### src/rtl/id_exe_reg_pkg.sv
// Shared definitions for the ID/EXE pipeline register: control-word bit
// positions, execute command encodings, field widths and the captured bundle.
package id_exe_reg_pkg;

  localparam int CTRL_W   = 9;
  localparam int REG_W    = 32;
  localparam int IDX_W    = 4;
  localparam int SHIFT_W  = 12;
  localparam int IMM24_W  = 24;
  localparam int STATUS_W = 4;
  localparam int MASK_W   = 2;

  // Control word layout: {exe_cmd[3:0], mem_r_en, mem_w_en, wb_en, b, s}
  localparam int CTRL_S       = 0;
  localparam int CTRL_B       = 1;
  localparam int CTRL_WB_EN   = 2;
  localparam int CTRL_MEM_W   = 3;
  localparam int CTRL_MEM_R   = 4;
  localparam int CTRL_CMD_LSB = 5;
  localparam int CTRL_CMD_MSB = 8;

  // rd_mask bit meaning
  localparam int MASK_SRC1 = 0;
  localparam int MASK_SRC2 = 1;

  typedef enum logic [3:0] {
    EXE_NOP = 4'b0000,
    EXE_MOV = 4'b0001,
    EXE_ADD = 4'b0010,
    EXE_ADC = 4'b0011,
    EXE_SUB = 4'b0100,
    EXE_SBC = 4'b0101,
    EXE_AND = 4'b0110,
    EXE_ORR = 4'b0111,
    EXE_EOR = 4'b1000,
    EXE_MVN = 4'b1001
  } exe_cmd_e;

  // A killed or bubbled slot carries no side-effect enables at all.
  localparam logic [CTRL_W-1:0] NOP_CTRL = '0;

  typedef struct packed {
    logic                valid;
    logic [CTRL_W-1:0]   ctrl;
    logic [REG_W-1:0]    pc;
    logic [REG_W-1:0]    val_rn;
    logic [REG_W-1:0]    val_rm;
    logic                imm;
    logic [SHIFT_W-1:0]  shift_operand;
    logic [IMM24_W-1:0]  signed_imm_24;
    logic [IDX_W-1:0]    dest;
    logic [IDX_W-1:0]    src1;
    logic [IDX_W-1:0]    src2;
    logic [STATUS_W-1:0] status;
    logic [MASK_W-1:0]   rd_mask;
  } exe_fields_t;

endpackage

### src/rtl/id_exe_reg_operand_refresh.sv
// Selects the next value of one held operand: a writeback that targets the
// operand's source register replaces the stale value while the stage is held.
module id_exe_reg_operand_refresh
  import id_exe_reg_pkg::*;
(
  input  logic             refresh_en,
  input  logic             wb_wb_en,
  input  logic [IDX_W-1:0] wb_dest,
  input  logic [REG_W-1:0] wb_value,
  input  logic [IDX_W-1:0] src,
  input  logic             rd_en,
  input  logic [REG_W-1:0] cur_val,
  output logic [REG_W-1:0] next_val
);

  // Take the writeback value only for a register this instruction actually reads.
  always_comb begin
    next_val = cur_val;
    if (refresh_en && wb_wb_en && rd_en && (wb_dest == src)) begin
      next_val = wb_value;
    end
  end

endmodule

### src/rtl/id_exe_reg.sv
// ID/EXE pipeline register. Per edge: flush > stall > bubble > load.
// Stall holds the instruction but refreshes operands from writeback; a
// saturating counter records cycles spent stalled with a valid instruction.
module id_exe_reg
  import id_exe_reg_pkg::*;
#(
  parameter int CNT_W = 16
) (
  input  logic                clk,
  input  logic                rst,
  input  logic                stall,
  input  logic                flush,
  input  logic                bubble,
  input  logic                wb_wb_en,
  input  logic [IDX_W-1:0]    wb_dest,
  input  logic [REG_W-1:0]    wb_value,
  input  logic                id_valid,
  input  logic [CTRL_W-1:0]   id_ctrl,
  input  logic [REG_W-1:0]    id_pc,
  input  logic [REG_W-1:0]    id_val_rn,
  input  logic [REG_W-1:0]    id_val_rm,
  input  logic                id_imm,
  input  logic [SHIFT_W-1:0]  id_shift_operand,
  input  logic [IMM24_W-1:0]  id_signed_imm_24,
  input  logic [IDX_W-1:0]    id_dest,
  input  logic [IDX_W-1:0]    id_src1,
  input  logic [IDX_W-1:0]    id_src2,
  input  logic [STATUS_W-1:0] id_status,
  input  logic [MASK_W-1:0]   id_rd_mask,
  output logic                exe_valid,
  output logic [CTRL_W-1:0]   exe_ctrl,
  output logic [REG_W-1:0]    exe_pc,
  output logic [REG_W-1:0]    exe_val_rn,
  output logic [REG_W-1:0]    exe_val_rm,
  output logic                exe_imm,
  output logic [SHIFT_W-1:0]  exe_shift_operand,
  output logic [IMM24_W-1:0]  exe_signed_imm_24,
  output logic [IDX_W-1:0]    exe_dest,
  output logic [IDX_W-1:0]    exe_src1,
  output logic [IDX_W-1:0]    exe_src2,
  output logic [STATUS_W-1:0] exe_status,
  output logic [MASK_W-1:0]   exe_rd_mask,
  output logic [CNT_W-1:0]    stall_cycles
);

  exe_fields_t      fields_q, fields_d;
  logic [CNT_W-1:0] stall_cycles_q, stall_cycles_d;
  logic [REG_W-1:0] rn_refreshed, rm_refreshed;
  logic             refresh_en;

  // Operands are refreshed only while a real instruction is being held.
  assign refresh_en = stall && fields_q.valid;

  id_exe_reg_operand_refresh u_refresh_rn (
    .refresh_en (refresh_en),
    .wb_wb_en   (wb_wb_en),
    .wb_dest    (wb_dest),
    .wb_value   (wb_value),
    .src        (fields_q.src1),
    .rd_en      (fields_q.rd_mask[MASK_SRC1]),
    .cur_val    (fields_q.val_rn),
    .next_val   (rn_refreshed)
  );

  id_exe_reg_operand_refresh u_refresh_rm (
    .refresh_en (refresh_en),
    .wb_wb_en   (wb_wb_en),
    .wb_dest    (wb_dest),
    .wb_value   (wb_value),
    .src        (fields_q.src2),
    .rd_en      (fields_q.rd_mask[MASK_SRC2]),
    .cur_val    (fields_q.val_rm),
    .next_val   (rm_refreshed)
  );

  // Next-state selection in priority order flush > stall > bubble > load.
  always_comb begin
    fields_d = fields_q;
    if (flush) begin
      fields_d.valid = 1'b0;
      fields_d.ctrl  = NOP_CTRL;
    end else if (stall) begin
      fields_d.val_rn = rn_refreshed;
      fields_d.val_rm = rm_refreshed;
    end else if (bubble) begin
      fields_d.valid = 1'b0;
      fields_d.ctrl  = NOP_CTRL;
    end else begin
      fields_d.valid         = id_valid;
      // An invalid slot never carries enables, whatever ID presents.
      fields_d.ctrl          = id_valid ? id_ctrl : NOP_CTRL;
      fields_d.pc            = id_pc;
      fields_d.val_rn        = id_val_rn;
      fields_d.val_rm        = id_val_rm;
      fields_d.imm           = id_imm;
      fields_d.shift_operand = id_shift_operand;
      fields_d.signed_imm_24 = id_signed_imm_24;
      fields_d.dest          = id_dest;
      fields_d.src1          = id_src1;
      fields_d.src2          = id_src2;
      fields_d.status        = id_status;
      fields_d.rd_mask       = id_rd_mask;
    end
  end

  // Saturating count of edges spent stalled on a valid instruction.
  always_comb begin
    stall_cycles_d = stall_cycles_q;
    if (stall && !flush && fields_q.valid && !(&stall_cycles_q)) begin
      stall_cycles_d = stall_cycles_q + CNT_W'(1);
    end
  end

  // State registers; reset clears everything immediately.
  always_ff @(posedge clk or posedge rst) begin
    if (rst) begin
      fields_q       <= '0;
      stall_cycles_q <= '0;
    end else begin
      fields_q       <= fields_d;
      stall_cycles_q <= stall_cycles_d;
    end
  end

  assign exe_valid         = fields_q.valid;
  assign exe_ctrl          = fields_q.ctrl;
  assign exe_pc            = fields_q.pc;
  assign exe_val_rn        = fields_q.val_rn;
  assign exe_val_rm        = fields_q.val_rm;
  assign exe_imm           = fields_q.imm;
  assign exe_shift_operand = fields_q.shift_operand;
  assign exe_signed_imm_24 = fields_q.signed_imm_24;
  assign exe_dest          = fields_q.dest;
  assign exe_src1          = fields_q.src1;
  assign exe_src2          = fields_q.src2;
  assign exe_status        = fields_q.status;
  assign exe_rd_mask       = fields_q.rd_mask;
  assign stall_cycles      = stall_cycles_q;

endmodule

### config.mk
export PLATFORM = sky130hd
export DESIGN_NAME = id_exe_reg
export DESIGN_NICKNAME = d
export VERILOG_FILES = /design/src/rtl/id_exe_reg_pkg.sv /design/src/rtl/id_exe_reg_operand_refresh.sv /design/src/rtl/id_exe_reg.sv
export SDC_FILE = /design/constraint.sdc
export NUM_CORES = 1
export LEC_CHECK = 0
export ABC_AREA = 1
export CORE_AREA = 2 2 150 152
export DETAILED_ROUTE_END_ITERATION = 7
export DIE_AREA = 0 0 152 154
export PLACE_DENSITY_LB_ADDON = 0.15
export SETUP_SLACK_MARGIN = 0.5
export SLEW_MARGIN = 0
export SYNTH_ARGS = -nofsm -noshare
export SYNTH_HDL_FRONTEND = slang
export SYNTH_HIERARCHICAL = 1
export SYNTH_SLANG_ARGS = --single-unit
### constraint.sdc
create_clock -name clk -period 10.7 [get_ports clk]
set_input_delay 1.07 -clock clk [delete_from_list [all_inputs] [get_ports clk]]
set_output_delay 1.07 -clock clk [all_outputs]
set_load 0.01 [all_outputs]
==> impl_summary.log <==
[metrics] largest incremental delay on the critical path: 710 ps
[metrics] cell area after synthesis: 8910 um2
[metrics] maximum ir drop on the vdd rail: 0.0000970 V
[metrics] final critical delay including setup and external delays: 3640 ps
[metrics] endpoints failing hold: 0
[metrics] number of buffers created by CTS: 17
[metrics] maximum clock frequency: 275 MHz
[metrics] post-CTS setup-driven buffer insertion count: 0
[metrics] crit-path max FO: 66
[metrics] critical path arrival: 3870 ps
[metrics] number of antenna violations at the first check in global routing: 3
[metrics] unrepaired setup endpoints after global routing: false
[metrics] detailed-route via count: 9170
[metrics] crit path capture type: register
[metrics] synth cell count leaders: 555 x sky130_fd_sc_hd__nand2_1, 177 x sky130_fd_sc_hd__dfrtp_1, 83 x sky130_fd_sc_hd__nor2_1
[metrics] most numerous cell on the critical path: sky130_fd_sc_hd__nand2_1
[metrics] Power Dens Cells: 153 nW/um2
[metrics] Detail Placement HPWL: 21300 um
[metrics] setup_tns: 0 ps
[metrics] result of the run: completed
[metrics] number of maximum-capacitance constraint violations: 0
[metrics] sequential share of the synthesized area: 0.497
[metrics] global router's overall resource usage: 0.264
[metrics] Top FF cell, synth: sky130_fd_sc_hd__dfrtp_1
[metrics] endpoint required time on the critical path: between 10000 and 15000 ps
[metrics] Root Buffer: sky130_fd_sc_hd__clkbuf_16
[metrics] DIE AREA: 23400 um2
[metrics] xor and xnor area share after synthesis: 0.0105
[metrics] clock input transition at the sequential cells of the worst setup and hold paths: 70 ps
[metrics] main combinational cell family by area after synthesis: simple AND/OR/NAND/NOR gates
[metrics] proportion of layout cells with a drive suffix above 1: 0.0418
[metrics] total detailed-routing wirelength: 31000 um
[metrics] post-detailed-route count of antenna-violating nets: 0
[metrics] number of sinks handled by clock tree synthesis: 177
[metrics] Post-synth ARST share: 1.00
[metrics] number of flip-flops and latches in the synthesized netlist: 177
[metrics] Hold/Removal Path Class: register to register
[metrics] Leakage: 0.00611 uW
[metrics] number of buffers added on ports: roughly 380
[metrics] Crit path max-delay family: simple AND/OR/NAND/NOR gates
[metrics] Core ar.: 21700 um2
[metrics] number of hold buffers added after cts: 0
[metrics] via count of the first global-routing pass: 8726
[metrics] worst-path cell chain: buf_2 > buf_4 > nand2_1 > inv_1 > nand3_1 > nor2_4 > nand3_4 > nand2_1 > nand2_1 > nand2_1 > a31oi_1
[metrics] Util after Layout: 0.613
[metrics] Worst-Skew Late Latency: roughly 420 ps
[metrics] final net count: roughly 1.7k
[metrics] number of iterations in the first detailed-routing pass: 5
[metrics] I/O pin count: between 300 and 400
[metrics] largest area contributor in the synthesized netlist: sky130_fd_sc_hd__dfrtp_1
[metrics] clock tree from TritonCTS: done
[metrics] area share of the largest cell type after synthesis: 0.497
[metrics] maximum number of pins on one net before global-route repair: 111
[metrics] final setup violation count: 0
[metrics] post-synthesis to final-layout area growth: 49.2%
[metrics] via density per instance: between 5 and 6
[metrics] slew of the pin with the lowest slew margin: 1050 ps
[metrics] number of flops mapped to enable cells by yosys: 0
[metrics] DRC violation total after the first TritonRoute iteration: 704
[metrics] mean cell area of the mapped netlist: between 7 and 8 um2
[metrics] buffers from clock root to sink, at most: 2
[metrics] Buf+Inv Stages, Crit Path: 3
[metrics] number of distinct library cells after synthesis: 27
[metrics] Die Span Y: 154 um
[metrics] fraction of synthesized area in multiplexers: 0
[metrics] cell type of the slowest stage on the worst timing path: sky130_fd_sc_hd__nor2_4
[metrics] row count: 54
[metrics] Slew headroom: 0.301
[metrics] Post-Synth Simple-Gate Area: 0.383
[metrics] top cells by area in the synthesized netlist: sky130_fd_sc_hd__dfrtp_1 50%, sky130_fd_sc_hd__nand2_1 23%, sky130_fd_sc_hd__nand4_1 4.7%, sky130_fd_sc_hd__nand3_1 4.5%, sky130_fd_sc_hd__a31oi_1 4.5%
[metrics] number of levels the H-tree was split into: 4
[metrics] number of DRC violations after detailed routing: 0
[metrics] Synth Area in Adders: 0.00140
[metrics] Resized cells post-CTS: 0
[metrics] overall die width: 152 um
[metrics] final period utilization: 0.340
[metrics] total global routing overflow: 0
[metrics] RePlAce Congestion: 0.828
[metrics] complex-gate fraction of the synthesized area: 0.0488
[metrics] Post-Syn Instances: 1168
[metrics] synthesized net count: 1372
[metrics] most frequently used cell type in the post-synthesis netlist: sky130_fd_sc_hd__nand2_1
[metrics] Synth warnings: 6
[metrics] category of the most critical setup path: primary input to register
[metrics] Clock Skews: about 11 ps
[metrics] max-slew violation total from the final report: 0
[metrics] Critical Path Source Type: primary input
[metrics] starting density of the core: 0.411
[metrics] first-pass GRT wire length: just under 50000 um
[metrics] average wire per cell in the routed design: 17.4 um
-- cell usage in the layout, fill, tap and decap left out, types with 5 or more instances in the layout --
cell type | Yosys | final
sky130_fd_sc_hd__nand2_1 | 555 | 555
sky130_fd_sc_hd__nand4_1 | 67 | 67
sky130_fd_sc_hd__nand3_1 | 81 | 81
sky130_fd_sc_hd__nor2_4 | 7 | 7
sky130_fd_sc_hd__nor2_1 | 83 | 83
sky130_fd_sc_hd__buf_4 | 5 | 7
sky130_fd_sc_hd__clkbuf_16 | 0 | 17
sky130_fd_sc_hd__o21ai_0 | 6 | 6
sky130_fd_sc_hd__inv_1 | 20 | 19
sky130_fd_sc_hd__clkdlybuf4s50_1 | 0 | 378
sky130_fd_sc_hd__a31oi_1 | 64 | 64
sky130_fd_sc_hd__dfrtp_1 | 177 | 177
sky130_fd_sc_hd__xnor2_1 | 5 | 5
-- routing by layer --
| metal | share of wire | wire length [um] | GRT usage |
|---|---|---|---|
| met5 | 0.00087 | 27 | 0 |
| met4 | 0.025 | 785 | 0.0948 |
| met3 | 0.088 | 2750 | 0.0730 |
| met2 | 0.47 | 14700 | 0.425 |
| met1 | 0.41 | 12800 | 0.342 |
-- cells by family (layout without fill, tap and decap cells) --
| logic type | count (synthesis) | in the layout |
|---|---|---|
| buffers and inverters | 106 | 444 |
| other | 0 | 1 |
| and+or+nand+nor | 804 | 804 |
| AOI/OAI and AO/OA | 71 | 71 |
| adders and majority gates | 1 | 1 |
| DFF | 177 | 177 |
| xor gates and xnor gates | 9 | 9 |
-- through the flow --
stage                     std cells  power, uW  area [um2]  hold WS (ps)  setup WS (ps)
after floorplan                1168       1080        8910           507           4830
after global placement         1754       1400       12700           453           6750
after detailed placement       1754       1410       12700           457           6660
after CTS                      1786       2050       13300           475           7110
after global routing           1787       2140       13300           495           6840
final                          1787       2030       13300           472           7060
-- worst min-delay path, cell delays in order (launching register included) --
cell and delay [ps]:
sky130_fd_sc_hd__dfrtp_1 340, sky130_fd_sc_hd__nand2_1 50, sky130_fd_sc_hd__nand2_1 50
-- report_power, final --
part           leakage, uW  internal, uW  switching [uW]
sequential         0.00218           763            73.5
clock             0.000282           339             292
combinational      0.00365           296             267
total              0.00611          1400             632
-- path summary, 6_finish.rpt --
kind	depth (start not counted)	slack, ps	startpoint	end
worst max-delay path	11	7060	stall	exe_val_rm[19]$_DFFE_PP0P_
worst min-delay path	2	470	exe_status[2]$_DFFE_PP0P_	exe_status[2]$_DFFE_PP0P_
worst max register to register	9	8070	exe_valid$_DFFE_PP0P_	exe_val_rm[19]$_DFFE_PP0P_
worst min register to register	2	470	exe_status[2]$_DFFE_PP0P_	exe_status[2]$_DFFE_PP0P_
max in group asynchronous	3	7930	rst	exe_signed_imm_24[22]$_DFFE_PP0P_
min in group asynchronous	2	1250	rst	exe_pc[5]$_DFFE_PP0P_
-- cell type report --
type,count,area [um2]
Antenna cell,1,2.50
Clock buffer,20,447
Clock inverter,12,141
Fill cell,1923,8390
Inverter,26,104
Multi-Input combinational cell,885,3990
Sequential cell,177,4430
Tap cell,280,350
Timing Repair Buffer,386,3840
-- registers in the layout, summed over array words and instances, names as in the netlist --
signal	cells
exe_val_rn	32
exe_dest	4
exe_imm	1
exe_val_rm	32
exe_shift_operand	12
exe_ctrl	9
exe_status	4
exe_src1	4
exe_pc	32
exe_rd_mask	2
exe_src2	4
exe_valid	1
exe_signed_imm_24	24
stall_cycles	16
(Power assumes the default switching activity.)
